--- config.mk ---
export PLATFORM = sky130hd
export DESIGN_NAME = aes_key_sched_ctrl
export DESIGN_NICKNAME = d
export VERILOG_FILES = /design/src/rtl/aes_pkg.sv /design/src/rtl/aes_sbox.sv /design/src/rtl/aes_key_sched_ctrl.sv
export SDC_FILE = /design/constraint.sdc
export NUM_CORES = 2
export LEC_CHECK = 0
export CORE_UTILIZATION = 26
export DETAILED_ROUTE_END_ITERATION = 10
export PLACE_DENSITY = 0.42
export SETUP_SLACK_MARGIN = 0.2
export SYNTH_ARGS = -nofsm -noshare
export SYNTH_HDL_FRONTEND = slang
export SYNTH_SLANG_ARGS = --single-unit
export TNS_END_PERCENT = 5
--- constraint.sdc ---
create_clock -name clk -period 7.45 [get_ports clk]
set_clock_uncertainty 0.1 [all_clocks]
set_input_delay 1.1175 -clock clk [delete_from_list [all_inputs] [get_ports clk]]
set_output_delay 1.1175 -clock clk [all_outputs]
set_load 0.1 [all_outputs]
--- src/rtl/aes_pkg.sv ---
`default_nettype none
// ============================================================================
// aes_pkg -- shared AES key-schedule types, constants and helpers. Rev 1.0
// ============================================================================
package aes_pkg;

  localparam int WORD_W = 32;
  localparam int RK_W   = 128;
  localparam logic [7:0] RCON_INIT = 8'h01;

  typedef enum logic [1:0] {
    ST_IDLE   = 2'd0,
    ST_EXPAND = 2'd1,
    ST_READY  = 2'd2
  } ks_state_t;

  function automatic logic [7:0] xtime(input logic [7:0] b);
    return {b[6:0], 1'b0} ^ (b[7] ? 8'h1b : 8'h00);
  endfunction

  function automatic int nr_of(input int nk);
    return nk + 6;
  endfunction

endpackage

`default_nettype wire

--- src/rtl/aes_sbox.sv ---
`default_nettype none
// ============================================================================
// aes_sbox -- combinational AES forward S-box (one byte). Rev 1.0
// ============================================================================
module aes_sbox (
  input  logic [7:0] i_byte,
  output logic [7:0] o_byte
);

  // Entry 0x00 sits in the MSBs, so byte b lives at bit offset 8*(255-b) = 8*~b.
  localparam logic [2047:0] C_SBOX = {
    128'h637c777bf26b6fc53001672bfed7ab76, 128'hca82c97dfa5947f0add4a2af9ca472c0,
    128'hb7fd9326363ff7cc34a5e5f171d83115, 128'h04c723c31896059a071280e2eb27b275,
    128'h09832c1a1b6e5aa0523bd6b329e32f84, 128'h53d100ed20fcb15b6acbbe394a4c58cf,
    128'hd0efaafb434d338545f9027f503c9fa8, 128'h51a3408f929d38f5bcb6da2110fff3d2,
    128'hcd0c13ec5f974417c4a77e3d645d1973, 128'h60814fdc222a908846eeb814de5e0bdb,
    128'he0323a0a4906245cc2d3ac629195e479, 128'he7c8376d8dd54ea96c56f4ea657aae08,
    128'hba78252e1ca6b4c6e8dd741f4bbd8b8a, 128'h703eb5664803f60e613557b986c11d9e,
    128'he1f8981169d98e949b1e87e9ce5528df, 128'h8ca1890dbfe6426841992d0fb054bb16
  };

  logic [10:0] w_bit_idx;

  assign w_bit_idx = {~i_byte, 3'b000};
  assign o_byte    = C_SBOX[w_bit_idx +: 8];

endmodule

`default_nettype wire

--- src/rtl/aes_key_sched_ctrl.sv ---
`default_nettype none
// ============================================================================
// aes_key_sched_ctrl -- iterative AES key expansion (one word/clock) and
// registered round-key server. Rev 1.0
// ============================================================================
module aes_key_sched_ctrl
  import aes_pkg::*;
#(
  parameter int NK = 4
) (
  input  logic             clk,
  input  logic             rst_n,
  input  logic             start_i,
  input  logic [NK*32-1:0] key_i,
  output logic             busy_o,
  output logic             ready_o,
  output logic             done_o,
  input  logic             rk_req_i,
  input  logic [3:0]       rk_round_i,
  output logic             rk_valid_o,
  output logic             rk_err_o,
  output logic [127:0]     rk_data_o
);

  localparam int NR = nr_of(NK);
  localparam int NW = 4 * (NR + 1);

  ks_state_t         r_state, w_state_nx;
  logic              w_load, w_done_nx;
  logic [5:0]        r_idx;
  logic [2:0]        r_ph;
  logic [7:0]        r_rcon;
  logic              r_done;
  logic [WORD_W-1:0] r_w [NW];

  logic [WORD_W-1:0] w_prev, w_old, w_sub_in, w_sub, w_t, w_new;

  logic              r_rk_valid, r_rk_err;
  logic [RK_W-1:0]   r_rk_data;
  logic [5:0]        w_base;

  always_comb begin
    w_state_nx = r_state;
    w_load     = 1'b0;
    w_done_nx  = 1'b0;
    case (r_state)
      ST_IDLE, ST_READY: begin
        if (start_i) begin
          w_load     = 1'b1;
          w_state_nx = ST_EXPAND;
        end
      end
      ST_EXPAND: begin
        if (r_idx == 6'(NW - 1)) begin
          w_state_nx = ST_READY;
          w_done_nx  = 1'b1;
        end
      end
      default: w_state_nx = ST_IDLE;
    endcase
  end

  always_ff @(posedge clk or negedge rst_n) begin
    if (!rst_n) begin
      r_state <= ST_IDLE;
      r_idx   <= '0;
      r_ph    <= '0;
      r_rcon  <= RCON_INIT;
      r_done  <= 1'b0;
    end else begin
      r_state <= w_state_nx;
      r_done  <= w_done_nx;
      if (w_load) begin
        r_idx  <= 6'(NK);
        r_ph   <= '0;
        r_rcon <= RCON_INIT;
      end else if (r_state == ST_EXPAND) begin
        r_idx <= r_idx + 6'd1;
        r_ph  <= (r_ph == 3'(NK - 1)) ? 3'd0 : r_ph + 3'd1;
        if (r_ph == 3'd0) r_rcon <= xtime(r_rcon);
      end
    end
  end

  // One SubWord unit: fed RotWord(w[i-1]) at phase 0, else w[i-1] itself.
  assign w_prev   = r_w[r_idx - 6'd1];
  assign w_old    = r_w[r_idx - 6'(NK)];
  assign w_sub_in = (r_ph == 3'd0) ? {w_prev[23:0], w_prev[31:24]} : w_prev;

  for (genvar g = 0; g < 4; g++) begin : g_sbox
    aes_sbox u_sbox (
      .i_byte (w_sub_in[g*8 +: 8]),
      .o_byte (w_sub[g*8 +: 8])
    );
  end

  always_comb begin
    w_t = w_prev;
    if (r_ph == 3'd0)                w_t = w_sub ^ {r_rcon, 24'h0};
    else if (NK == 8 && r_ph == 3'd4) w_t = w_sub;
  end

  assign w_new = w_old ^ w_t;

  always_ff @(posedge clk) begin
    if (w_load) begin
      for (int k = 0; k < NK; k++) r_w[k] <= key_i[(NK-1-k)*32 +: 32];
    end else if (r_state == ST_EXPAND) begin
      r_w[r_idx] <= w_new;
    end
  end

  // Response samples the store before any same-edge reload, so it sees the old set.
  assign w_base = {rk_round_i, 2'b00};

  always_ff @(posedge clk or negedge rst_n) begin
    if (!rst_n) begin
      r_rk_valid <= 1'b0;
      r_rk_err   <= 1'b0;
      r_rk_data  <= '0;
    end else begin
      r_rk_valid <= rk_req_i;
      r_rk_err   <= 1'b0;
      r_rk_data  <= '0;
      if (rk_req_i) begin
        if (r_state == ST_READY && rk_round_i <= 4'(NR)) begin
          r_rk_data <= {r_w[w_base], r_w[w_base + 6'd1],
                        r_w[w_base + 6'd2], r_w[w_base + 6'd3]};
        end else begin
          r_rk_err <= 1'b1;
        end
      end
    end
  end

  assign busy_o     = (r_state == ST_EXPAND);
  assign ready_o    = (r_state == ST_READY);
  assign done_o     = r_done;
  assign rk_valid_o = r_rk_valid;
  assign rk_err_o   = r_rk_err;
  assign rk_data_o  = r_rk_data;

endmodule

`default_nettype wire

==> impl_metrics.env <==
export IMPL_clock_sinks=1558
export IMPL_clk_pin_slew_ns=0.07
export IMPL_clock_latency_ns=0.96
export IMPL_grt_pass1_wl_mm=793.0
export IMPL_wl_per_cell_um=42.78
export IMPL_r2r_cells=25
export IMPL_vias=89350
export IMPL_vias_per_cell=6.415
export IMPL_postSynth_asyncResetShare_pct=9.628
export IMPL_synth_area_leaders="edfxtp_1 43%, mux4_2 14%, mux2i_1 3.9%"
export IMPL_synth_seq_cells=1558
export IMPL_finalSetupViolations=0
export IMPL_antenna_left=0
export IMPL_die_h_um=614.4
export IMPL_hold_path_class="primary input to asynchronous set/reset pin"
export IMPL_grt_pass1_vias=86260
export IMPL_grt_overflow_total=0
export IMPL_reg2reg_slack_ns=0.12
export IMPL_synth_edf_count=1408
export IMPL_synth_nets=8304
export IMPL_synth_flop_cell="edfxtp_1"
export IMPL_top_layer="met5"
export IMPL_synth_cells=8109
export IMPL_drcViolationCount=0
export IMPL_post_route_period_util_pct=98.38
export IMPL_r2r_end="r_w[33][8]"
export IMPL_fin_nets=8962
export IMPL_htree_levels=4
export IMPL_syn_to_final_growth_pct=22.37
export IMPL_status="finished, violations left"
export IMPL_num_io_pins=269
export IMPL_arrival_ns=7.96
export IMPL_wl_mm=595.8
export IMPL_grt_use_total_pct=30.37
export IMPL_end_kind="flop"
export IMPL_root_buffer="clkbuf_16"
export IMPL_synth_warning_count=0
export IMPL_critPathLaunchType="flop"
export IMPL_crit_type="flop to flop"
export IMPL_first_pass_iters=9
export IMPL_drt_iter0_drc=13730
export IMPL_cts_max_path_buffers=4
export IMPL_core_sq_mm=0.3728
export IMPL_synth_area_sq_mm=0.09752
export IMPL_ys_seq_area_share_pct=47.21
export IMPL_slew_headroom_pct=-0.6613
export IMPL_met2WireLength_mm=259.0
export IMPL_antenna_found_initial=69
export IMPL_drv_slew=3
export IMPL_cp_max_fo=65
export IMPL_syn_avg_cell_area_sq_um=12.03
export IMPL_yosysUniqueCellTypes=121
export IMPL_hold_viol=1
export IMPL_synth_common_cells="1408 x edfxtp_1, 626 x mux4_2, 532 x a21oi_1"
export IMPL_drive_gt1_share_pct=27.01
export IMPL_start_util_pct=26.16
export IMPL_dieWidth_um=614.4
export IMPL_numCtsBuffers=189
export IMPL_met1_length_mm=227.1
export IMPL_rsz0062_at_grt="true"
export IMPL_wl_met3_mm=64.04
export IMPL_netlist_area_leader_share_pct=43.36
export IMPL_violations="hold timing, capacitance limit, slew limit"
export IMPL_fin_crit_ns=7.329
export IMPL_die_area_sq_mm=0.3775
export IMPL_timing_fmax_mhz=136.4
export IMPL_grt_max_degree=141
export IMPL_r2r_start="r_idx[0]"
export IMPL_required_ns=8.08
export IMPL_post_dp_hpwl_mm=401.8
export IMPL_slowest_stage="dfrtp_4"
export IMPL_tightest_slew_ns=1.501
export IMPL_max_cap_violations=1
export IMPL_std_cell_rows=224
export IMPL_holdWs_ns=-0.003928
export IMPL_portBuffers=268
export IMPL_yosysTopAreaCell="edfxtp_1"
export IMPL_cts_tree="done"
export IMPL_gp_congestion=0.9559
export IMPL_synth_most_common_cell="edfxtp_1"
export IMPL_crit_path_max_incr_delay_ns=0.54
export IMPL_cpMostUsedCell="buf_4"
-- cells by family after synthesis --
| family | after synthesis | share of synthesized area (%) |
|---|---|---|
| xor+xnor | 60 | 0.5697 |
| flops | 1558 | 47.21 |
| mux | 1232 | 20.97 |
| compound gates | 2534 | 17.84 |
| simple gates | 1789 | 8.562 |
| buf+inv | 877 | 4.098 |
| fa+ha+maj | 59 | 0.7570 |
-- layout by cell type, fill, tap and decap left out, types with 146 or more instances in the layout --
cell / count
clkbuf_16: 194
o22ai_1: 375
edfxtp_1: 1408
mux4_2: 626
mux2_2: 224
a211oi_1: 377
buf_4: 908
nand3_1: 260
nand2_1: 442
clkdlybuf4s50_1: 262
nor2_1: 502
o21ai_0: 312
a21oi_1: 530
dfrtp_1: 146
mux2i_1: 380
-- registers in the layout, summed over array words and instances, names as in the netlist --
signal      count
done_o          1
r_idx           6
r_ph            3
r_rcon          8
r_state         2
r_w          1408
rk_data_o     128
rk_err_o        1
rk_valid_o      1
-- through the flow --
step,setup slack (ns),instances,setup TNS [ns],utilization [%],instance area (sq um)
after global routing,0.09132,13910,0,32.00,119300
after floorplan,-0.1653,8109,-15.63,-,97690
after CTS,0.1077,13890,0,31.96,119100
after global placement,-0.4024,13540,-79.47,30.23,112700
after detailed placement,-0.3652,13540,-61.93,30.24,112700
final,0.1210,13930,0,32.01,119300
-- metal layers --
| layer | up-vias | track usage, % |
|---|---|---|
| met3 | 1749 | 8.121 |
| li1 | 34460 | - |
| met5 | - | 0 |
| met4 | 50 | 19.18 |
| met1 | 45800 | 38.29 |
| met2 | 7291 | 46.10 |
-- final cells by class --
| class | instances | area [sq um] |
|---|---|---|
| Antenna cell | 32 | 80.08 |
| Clock buffer | 244 | 5121 |
| Clock inverter | 104 | 1164 |
| Fill cell | 37450 | 253400 |
| Inverter | 56 | 215.2 |
| Multi-Input combinational cell | 5674 | 48690 |
| Sequential cell | 1558 | 46050 |
| Tap cell | 4972 | 6221 |
| Timing Repair Buffer | 1288 | 11790 |
-- timing repair --
item | 4_1_cts | 5_1_grt
endpoints found under the setup margin | 558 | 794
setup buffers | 8 | 2
resized for setup | 7 | 12
pin swaps | 2 | 5
hold buffers | 0 | 0
gates cloned | 1 | 1
endpoints found under the hold margin | 0 | 0
-- worst max-delay path, delay by kind of cell, from the launching register on --
family / cells / cell delay (ns)
compound gates: 10 / 2.60
xor+xnor: 1 / 0.11
fa+ha+maj: 2 / 0.55
buf+inv: 10 / 2.26
flops: 1 / 0.54
mux: 1 / 0.40
simple gates: 1 / 0.29
-- worst max path at each step --
stage / from / endpoint / slack [ns] / cells after the start
after detailed placement: r_idx[0] / r_w[5][27] / -0.37 / 24
final: r_idx[0] / r_w[33][8] / 0.12 / 25
after global routing: r_idx[1] / r_w[4][27] / 0.09 / 25
after global placement: r_idx[0] / r_w[9][27] / -0.40 / 24
after floorplan: r_idx[0] / r_w[0][6] / -0.17 / 30
after CTS: r_idx[0] / r_w[1][9] / 0.11 / 16
Power is not shown: default switching activity piles up to over one toggle a cycle in this logic, so the estimate is an artifact.
